<file path="src/rtl/lsu_pkg.sv">
// Shared load/store encodings: SizeSrc sizes, LSU FSM states and lane-mask helpers.
package lsu_pkg;

    typedef enum logic [1:0] {
        SIZE_WORD = 2'b00,
        SIZE_HALF = 2'b01,
        SIZE_BYTE = 2'b10
    } size_e;

    typedef enum logic [1:0] {
        IDLE    = 2'b00,
        LD_DATA = 2'b01,
        LD_HI   = 2'b10,
        ST_HI   = 2'b11
    } state_e;

    localparam logic [3:0] MASK_BYTE = 4'b0001;
    localparam logic [3:0] MASK_HALF = 4'b0011;
    localparam logic [3:0] MASK_WORD = 4'b1111;

    // The reserved SizeSrc code 2'b11 behaves as a word access.
    function automatic size_e norm_size(input logic [1:0] s);
        case (s)
            2'b01:   return SIZE_HALF;
            2'b10:   return SIZE_BYTE;
            default: return SIZE_WORD;
        endcase
    endfunction

    function automatic logic [3:0] base_mask(input size_e s);
        case (s)
            SIZE_HALF: return MASK_HALF;
            SIZE_BYTE: return MASK_BYTE;
            default:   return MASK_WORD;
        endcase
    endfunction

    function automatic logic is_misaligned(input size_e s, input logic [1:0] o);
        case (s)
            SIZE_HALF: return (o == 2'd3);
            SIZE_BYTE: return 1'b0;
            default:   return (o != 2'd0);
        endcase
    endfunction

endpackage

</file>
<file path="src/rtl/load_store_unit_if.sv">
// Pipeline-side request/response bundle of the load/store unit.
interface load_store_unit_if;
    logic        req_valid;
    logic        mem_write;
    logic [1:0]  size_src;
    logic        load_sign;
    logic [31:0] addr;
    logic [31:0] wdata;
    logic        stall;
    logic        rdata_valid;
    logic [31:0] rdata;

    modport master (
        output req_valid, mem_write, size_src, load_sign, addr, wdata,
        input  stall, rdata_valid, rdata
    );

    modport slave (
        input  req_valid, mem_write, size_src, load_sign, addr, wdata,
        output stall, rdata_valid, rdata
    );
endinterface

</file>
<file path="src/rtl/load_store_unit_load_extend.sv">
// Lane select from a two-word read window plus byte/half sign or zero extension.
module load_extend
    import lsu_pkg::*;
(
    input  logic [63:0] i_window,
    input  logic [1:0]  i_offset,
    input  size_e       i_size,
    input  logic        i_sign,
    output logic [31:0] o_data
);
    logic [31:0] w_shift;

    assign w_shift = 32'(i_window >> {i_offset, 3'b000});

    always_comb begin
        case (i_size)
            SIZE_BYTE: o_data = {{24{i_sign & w_shift[7]}}, w_shift[7:0]};
            SIZE_HALF: o_data = {{16{i_sign & w_shift[15]}}, w_shift[15:0]};
            default:   o_data = w_shift;
        endcase
    end
endmodule

</file>
<file path="src/rtl/load_store_unit.sv">
// Load/store responder: byte lanes, extension and two-beat misaligned accesses
// against a word-wide synchronous-read RAM, stalling the pipeline as needed.
module load_store_unit
    import lsu_pkg::*;
#(
    parameter int ADDR_WIDTH = 17
) (
    input  logic                  clk,
    input  logic                  rst,
    load_store_unit_if.slave      bus,
    output logic [ADDR_WIDTH-3:0] ram_addr,
    output logic                  ram_we,
    output logic [3:0]            ram_be,
    output logic [31:0]           ram_wdata,
    input  logic [31:0]           ram_rdata
);
    localparam int WORD_ADDR_W = ADDR_WIDTH - 2;

    state_e                 r_state, w_next;
    logic [1:0]             r_off;
    size_e                  r_size;
    logic                   r_sign;
    logic                   r_mis;
    logic [WORD_ADDR_W-1:0] r_addr_hi;
    logic [3:0]             r_be_hi;
    logic [31:0]            r_wd_hi;
    logic [31:0]            r_lo;
    logic [31:0]            r_rdata;

    size_e                  w_size;
    logic [1:0]             w_off;
    logic [WORD_ADDR_W-1:0] w_word, w_word_nxt;
    logic                   w_mis;
    logic [3:0]             w_mask, w_be0, w_be1;
    logic [31:0]            w_wd0, w_wd1;
    logic [63:0]            w_window;
    logic [31:0]            w_ext;
    logic                   w_rvalid;
    logic                   w_unused_addr;

    assign w_size        = norm_size(bus.size_src);
    assign w_off         = bus.addr[1:0];
    assign w_word        = bus.addr[ADDR_WIDTH-1:2];
    assign w_word_nxt    = w_word + WORD_ADDR_W'(1);
    assign w_mis         = is_misaligned(w_size, w_off);
    assign w_mask        = base_mask(w_size);
    assign w_be0         = w_mask << w_off;
    assign w_be1         = w_mask >> (3'd4 - {1'b0, w_off});
    assign w_wd0         = bus.wdata << {w_off, 3'b000};
    assign w_wd1         = bus.wdata >> (6'd32 - {1'b0, w_off, 3'b000});
    assign w_unused_addr = ^bus.addr[31:ADDR_WIDTH];

    load_extend u_ext (
        .i_window (w_window),
        .i_offset (r_off),
        .i_size   (r_size),
        .i_sign   (r_sign),
        .o_data   (w_ext)
    );

    always_ff @(posedge clk) begin
        if (rst) begin
            r_state   <= IDLE;
            r_off     <= '0;
            r_size    <= SIZE_WORD;
            r_sign    <= 1'b0;
            r_mis     <= 1'b0;
            r_addr_hi <= '0;
            r_be_hi   <= '0;
            r_wd_hi   <= '0;
            r_lo      <= '0;
            r_rdata   <= '0;
        end else begin
            r_state <= w_next;
            if (r_state == IDLE && bus.req_valid) begin
                r_off     <= w_off;
                r_size    <= w_size;
                r_sign    <= bus.load_sign;
                r_mis     <= w_mis;
                r_addr_hi <= w_word_nxt;
                r_be_hi   <= w_be1;
                r_wd_hi   <= w_wd1;
            end
            if (r_state == LD_DATA) r_lo <= ram_rdata;
            if (w_rvalid) r_rdata <= w_ext;
        end
    end

    always_comb begin
        w_next          = r_state;
        ram_addr        = '0;
        ram_we          = 1'b0;
        ram_be          = '0;
        ram_wdata       = '0;
        bus.stall       = 1'b0;
        w_rvalid        = 1'b0;
        w_window        = {32'h0, ram_rdata};
        case (r_state)
            IDLE: if (bus.req_valid) begin
                ram_addr = w_word;
                if (bus.mem_write) begin
                    ram_we    = 1'b1;
                    ram_be    = w_be0;
                    ram_wdata = w_wd0;
                    if (w_mis) begin
                        bus.stall = 1'b1;
                        w_next    = ST_HI;
                    end
                end else begin
                    bus.stall = 1'b1;
                    w_next    = LD_DATA;
                end
            end
            LD_DATA: if (r_mis) begin
                ram_addr  = r_addr_hi;
                bus.stall = 1'b1;
                w_next    = LD_HI;
            end else begin
                w_rvalid = 1'b1;
                w_next   = IDLE;
            end
            LD_HI: begin
                w_window = {ram_rdata, r_lo};
                w_rvalid = 1'b1;
                w_next   = IDLE;
            end
            ST_HI: begin
                ram_addr  = r_addr_hi;
                ram_we    = 1'b1;
                ram_be    = r_be_hi;
                ram_wdata = r_wd_hi;
                w_next    = IDLE;
            end
            default: w_next = IDLE;
        endcase
        // Reset abandons any in-flight access: nothing reaches the RAM or pipeline.
        if (rst) begin
            ram_addr  = '0;
            ram_we    = 1'b0;
            ram_be    = '0;
            ram_wdata = '0;
            bus.stall = 1'b0;
            w_rvalid  = 1'b0;
        end
    end

    assign bus.rdata_valid = w_rvalid;
    assign bus.rdata       = w_rvalid ? w_ext : r_rdata;
endmodule

</file>
<file path="src/flat_wrapper.sv">
// flat-port wrapper written by rule: the top's interface ports become plain ports
module load_store_unit_flat import lsu_pkg::*;
#(
    parameter int ADDR_WIDTH = 17
)
  (clk, rst, ram_addr, ram_we, ram_be, ram_wdata, ram_rdata, bus_req_valid, bus_mem_write, bus_size_src, bus_load_sign, bus_addr, bus_wdata, bus_stall, bus_rdata_valid, bus_rdata);
  load_store_unit_if bus_i ();
  input  logic clk;
  input  logic rst;
  output logic [ADDR_WIDTH-3:0] ram_addr;
  output logic ram_we;
  output logic [3:0] ram_be;
  output logic [31:0] ram_wdata;
  input  logic [31:0] ram_rdata;
  input wire logic [$bits(bus_i.req_valid)-1:0] bus_req_valid;
  input wire logic [$bits(bus_i.mem_write)-1:0] bus_mem_write;
  input wire logic [$bits(bus_i.size_src)-1:0] bus_size_src;
  input wire logic [$bits(bus_i.load_sign)-1:0] bus_load_sign;
  input wire logic [$bits(bus_i.addr)-1:0] bus_addr;
  input wire logic [$bits(bus_i.wdata)-1:0] bus_wdata;
  output wire logic [$bits(bus_i.stall)-1:0] bus_stall;
  output wire logic [$bits(bus_i.rdata_valid)-1:0] bus_rdata_valid;
  output wire logic [$bits(bus_i.rdata)-1:0] bus_rdata;
  assign bus_i.req_valid = bus_req_valid;
  assign bus_i.mem_write = bus_mem_write;
  assign bus_i.size_src = bus_size_src;
  assign bus_i.load_sign = bus_load_sign;
  assign bus_i.addr = bus_addr;
  assign bus_i.wdata = bus_wdata;
  assign bus_stall = bus_i.stall;
  assign bus_rdata_valid = bus_i.rdata_valid;
  assign bus_rdata = bus_i.rdata;
  load_store_unit #(.ADDR_WIDTH(ADDR_WIDTH)) u_core (.clk(clk), .rst(rst), .bus(bus_i), .ram_addr(ram_addr), .ram_we(ram_we), .ram_be(ram_be), .ram_wdata(ram_wdata), .ram_rdata(ram_rdata));
endmodule
</file>
<file path="config.mk">
export PLATFORM = sky130hd
export DESIGN_NAME = load_store_unit_flat
export DESIGN_NICKNAME = d
export VERILOG_FILES = /design/src/rtl/lsu_pkg.sv /design/src/rtl/load_store_unit_if.sv /design/src/rtl/load_store_unit_load_extend.sv /design/src/rtl/load_store_unit.sv /design/src/flat_wrapper.sv
export SDC_FILE = /design/constraint.sdc
export NUM_CORES = 1
export LEC_CHECK = 0
export BUFFER_PORTS_ARGS = -buffer_cell sky130_fd_sc_hd__buf_2
export CORE_MARGIN = 2
export CORE_UTILIZATION = 50
export DETAILED_ROUTE_END_ITERATION = 8
export PLACE_DENSITY = 0.78
export SLEW_MARGIN = 40
export SYNTH_ARGS = -nofsm -noshare
export SYNTH_HDL_FRONTEND = slang
export SYNTH_HIERARCHICAL = 1
export SYNTH_SLANG_ARGS = --single-unit
export TNS_END_PERCENT = 100
</file>
<file path="constraint.sdc">
create_clock -name clk -period 3.6 [get_ports clk]
set_clock_uncertainty 0.1 [all_clocks]
set_input_delay 0.54 -clock clk [delete_from_list [all_inputs] [get_ports clk]]
set_output_delay 0.54 -clock clk [all_outputs]
set_load 0.02 [all_outputs]
</file>
[Yosys cells after proc, flatten, opt, wreduce, memory -nomap -nowiden]
Cells that the tools add are included.
Word-level totals
  bits in registers: 123
  latch bits: 0
  memory bits (writable): 0
  ROM bits: 0
  input port bits: 103
  output and inout port bits: 86
  memories: 0
Operators by class
  $add $sub $neg: 3
  multipliers: 0
  div/mod/pow operators: 0
  magnitude comparators: 0
  eq/ne operators: 12
  shift operators: 5
  multiplexer cells: 36
  bitwise operators: 2
  reductions and logical operators: 5
Operators with widths (count)
  32-bit two-way mux: 4
  32-bit case mux with 2 select lines: 2
  64-bit two-way mux: 1
  64-bit by 5-bit >> shifter with 32-bit output: 1
  15-bit two-way mux: 3
  15-bit case mux with 3 select lines: 1
  32-bit by 5-bit left shift with 32-bit output: 1
  32-bit by 6-bit >> shifter with 32-bit output: 1
  4-bit case mux with 2 select lines: 2
  15-bit by 1-bit adder with 15-bit output (second input constant): 1
  2-bit equality test (second input constant): 6
  4-bit two-way mux: 3
  1-bit two-way mux: 10
  2-bit by 1-bit equality test with 1-bit output (second input constant): 4
  2-bit two-way mux: 4
  1-bit case mux with 2 select lines: 4
  2-bit case mux with 3 select lines: 1
  6-bit by 5-bit subtractor with 6-bit output (first input constant): 1
  2-bit case mux with 2 select lines: 1
  4-bit by 2-bit left shift with 4-bit output: 1
  4-bit by 3-bit >> shifter with 4-bit output: 1
  3-bit by 2-bit != test with 1-bit output (second input constant): 1
  3-bit by 2-bit subtractor with 3-bit output (first input constant): 1
  1-bit bitwise AND: 2
  other kinds (6): 6

[Longest topological paths before layout]
  depth after elaboration: 9
  mapped depth: 11
  mapped depth without buffers: 8

[Cells and area by module]
The synthesis kept the hierarchy.
Modules (own cells, without submodules)
  load_store_unit: instances 1, cells an instance 812, area each 7313.3 µm², sequential area each 2462.4 µm²
  load_extend: instances 1, cells an instance 84, area each 1049.8 µm², sequential area each 0.0 µm²

[Worst setup path after synthesis]
OpenSTA, ideal clock, no wires.
  path kind: register to output
  start point: register u_core.r_state[0]
  end point: output port bus_rdata[19]
  data arrival time: 2915 ps
  data required time: 2960 ps
  slack: 45 ps
  cell stages (with the launch flop): 11
  path buffers: 3
  path through: dfxtp_1 > inv_1 > ha_1 > clkbuf_1 > buf_2 > mux2_2 > mux4_2 > a32o_2 > buf_6 > a21o_1 > mux2_4
On the way
  cells in the longest elaborated chain, start to end: 6
  elaborated cells between the ends (all ways): 10
  those cells by class: eq/ne (2); shift (1); mux (5); bitwise (2)
RTL lines
  start, declared: line load_store_unit.sv:19  | state_e r_state, w_next;
  start signal, assigned: line load_store_unit.sv:74  | r_state <= w_next;
  2-bit equality test (*): line load_store_unit.sv:98  | case (r_state)
  64-bit two-way mux (*): line load_store_unit.sv:98
  named net u_core.w_window[31]: line load_store_unit.sv:36  | logic [63:0] w_window;
  64-bit by 5-bit >> shifter with 32-bit output (*): line load_store_unit_load_extend.sv:13  | assign w_shift = 32'(i_window >> {i_offset, 3'b000});
  1-bit bitwise AND, on equally long branches: line load_store_unit_load_extend.sv:18, load_store_unit_load_extend.sv:17
  32-bit case mux with 2 select lines (*): line load_store_unit_load_extend.sv:16  | case (i_size)
  named net u_core.w_ext[19]: line load_store_unit.sv:37  | logic [31:0] w_ext;
  32-bit two-way mux (*): line load_store_unit.sv:148  | assign bus.rdata = w_rvalid ? w_ext : r_rdata;
  end, declared: line flat_wrapper.sv:23  | output wire logic [$bits(bus_i.rdata)-1:0] bus_rdata;
Mark *: on every way through the listed nets, which the timed path passes. The rest lies on a longest branch.

[Final worst setup path]
  start point: register u_core.r_state[0]
  end point: output port bus_rdata[16]
Same word-level chain as after synthesis.

==> reports/results.txt <==
The die covers 17700 µm². Global routing used 25.3% of the available tracks. The first-pass GRT wire length is 35700 µm. In the layout the commonest cells are sky130_fd_sc_hd__buf_2 (157), sky130_fd_sc_hd__nor2_1 (120), sky130_fd_sc_hd__dfxtp_1 (120). For the setup slack of the worst register-to-register path, the log shows 0.87 ns. The worst register-to-register path has a depth of 10. CTS placed an instance of sky130_fd_sc_hd__clkbuf_16 at the clock tree root. The library cell used most frequently in the layout, excluding fill and tap cells, is sky130_fd_sc_hd__buf_2. Grouping stages by cell kind, the critical path spends the most delay in multiplexers. After detailed routing, the number of remaining DRC violations is 0. Setup violations remaining at the end of the flow were counted as 0. The path class of the tightest hold or removal check is in2reg. The filler cells instantiated in the layout total 1349. Entering global routing, the biggest net connects 87 pins. The Yosys warning count is 6. Buffers inserted during clock tree synthesis total 17.

The total via count after detailed routing is 7455. After clock tree synthesis, the clock-pin slew on the worst setup and hold paths is 0.06 ns. Setup repair after global routing could not meet its margin everywhere.

The count of buffer and inverter cells on the critical path came out at 4. The logs give 0.42 ns for the insertion delay of the later-clocked pin in the worst-skew pair and 189 for the number of I/O pins. The post-route netlist has 36.0% of its cells at a drive strength greater than 1. The run gives 398 µV as the highest ir drop seen on vdd. The total clock sinks came out at 123. The worst setup path is launched from a register. The number of hold violations in the final report was 0. The core region is 16400 µm².

The half-perimeter wire length after placement is 15000 µm. Before antenna repair, the detailed router went through 6 iterations. Dividing total power by cell area gives a power density of 472 nW/µm². The detailed router finished its first iteration with 619 violations. Of all nets on the critical path, the largest fanout is 8. Type of destination of the critical path: an output port.

Across all setup checks in the final design, the least slack found is 0.0588 ns. Delay of the slowest cell on the worst path: 0.53 ns. The hold path endpoint is u_core/r_sign. The run finished with clean final reports.

The type of the worst setup path was reg2out. The overall power of the completed layout came out at 0.00478 W. Across the run, the number of max-cap violations was 0. The run gives 2.90 ns as the data arrival time of the critical path. For the gate count of the mapped netlist, the log shows 888. In the final layout, the multi-input gates occupy 5460 µm². The final layout contains routed wiring with a total length of 22900 µm. The area added between synthesis and finish works out to 21.9%.

For this design, the CTS-stage hold fixing added 0 buffers. The number of buffers added on ports is 173. After layout, the worst path uses 98.4% of the clock period.

Worst-case clock buffer depth: 2. The startpoint identified for the worst hold timing path is bus_load_sign. The run gives 5 as the number of antenna violations at the first check in global routing. At the pin with the least slew margin, the transition time is 0.780 ns.

The cell type with the highest occurrence count on the critical path is sky130_fd_sc_hd__buf_6. The floorplan die height is 133 µm, and the fmax is 0.282 GHz. The average instance in the mapped netlist occupies 9.36 µm². The number of nets in the synthesized netlist is 1004. The horizontal die dimension was 133 µm. The cell depth of the worst hold path was 3.

Destination of the worst register-to-register timing path: u_core/r_rdata[31]. Final layout net count: 1145. The required time at the worst-slack endpoint was 2.96 ns; the routed length per placed instance was 18.1 µm.

Traced cell by cell, the critical path runs through inv_2 > ha_4 > buf_6 > buf_12 > and2_4 > mux4_2 > a32o_4 > a21o_1 > mux2_4 > buf_6. At the placement stage, the worst setup path has a slack of 0.229 ns. The logs give 6895 for the number of global-route vias before repair and 0 for the number of nets still failing antenna checks after routing. The run gives 47 as the row count.

Routability-driven placement finished with a final weighted congestion of 0.850. The slowest stage of the critical path is the sky130_fd_sc_hd__mux4_2 cell. TritonCTS built the clock tree. The logs give 47.8% for the worst slew slack as a fraction of its limit and 4.42 nW for the leakage power summed over all cells. In the final layout, flip-flops and latches occupy 2470 µm². The initial utilization of the core area, before any placement, comes to 50.7%. The H-tree was split into 4 levels. In this run the critical register-to-register path is launched from u_core/r_state[0]. After detailed routing, the number of vias per cell comes to 5.90. Summed over all layers, the global routing overflow is 0. The run gives 61.8% as the utilization of the core after routing. The summed instance area of the synthesized netlist is 8310 µm², and the clock period minus final worst setup slack is 3.54 ns. The final count of pins violating max slew is 0.
[routing by layer]
| metal | part of all wire [%] | vias up | global-route usage, % |
|---|---|---|---|
| li1 | - | 3512 | - |
| met1 | 42 | 3553 | 33.3 |
| met2 | 47 | 336 | 39.9 |
| met3 | 7.9 | 50 | 5.98 |
| met4 | 2.6 | 4 | 10.8 |
| met5 | 0.092 | - | 0 |
[registers in the layout, indices dropped and copies added (netlist names), 2 cells and up]
signal	count
u_core/r_be_hi	4
u_core/r_wd_hi	32
u_core/r_size	2
u_core/r_rdata	32
u_core/r_off	2
u_core/r_lo	32
u_core/r_addr_hi	15
u_core/r_state	2
[per-stage QoR]
stage                     instance area (µm²)  hold WS (ns)  setup TNS (ns)  instances
after CTS                                9970         0.249               0       1259
after global placement                   9260         0.341               0       1223
final                                   10100         0.269               0       1264
after detailed placement                 9260         0.349               0       1223
after global routing                    10100         0.282         -0.0527       1264
after floorplan                          8310         0.332               0        888
[worst min-delay path: stages]
cell	delay (ns)
sky130_fd_sc_hd__buf_2	0.10
sky130_fd_sc_hd__nand2_1	0.05
sky130_fd_sc_hd__a21oi_1	0.05
[final cells by class]
class	count	share of cell area [%]
antenna	3	0.0741
clock buffer	21	4.64
clock inverter	10	1.38
inverter	13	0.481
multi-input combinational	672	53.9
sequential	123	24.3
tap	220	2.72
timing repair buffer	202	12.5
[worst max path at each step]
stage / start / to / slack [ns] / cells past startpoint
after detailed placement: u_core/r_state[0] / bus_rdata[16] / 0.23 / 8
after CTS: u_core/r_state[0] / bus_rdata[16] / 0.02 / 10
final: u_core/r_state[0] / bus_rdata[16] / 0.06 / 10
after global routing: u_core/r_state[0] / bus_rdata[25] / -0.02 / 10
after global placement: u_core/r_state[0] / bus_rdata[17] / 0.26 / 8
after floorplan: u_core/r_state[0] / bus_rdata[19] / 0.05 / 10
[timing repair]
| item | CTS | global route |
|---|---|---|
| setup endpoints to repair | 22 | 17 |
| pin swaps | 1 | 2 |
| setup buffers | 3 | 0 |
| gates resized for setup | 8 | 34 |
| gates cloned | 2 | 2 |
[power by group]
| group | switching [W] | internal [W] | total, W |
|---|---|---|---|
| combinational | 0.000794 | 0.000686 | 0.00148 |
| sequential | 0.0000569 | 0.00147 | 0.00153 |
| clock | 0.000636 | 0.00114 | 0.00178 |
Note: power is estimated with default switching activity, not from simulation.
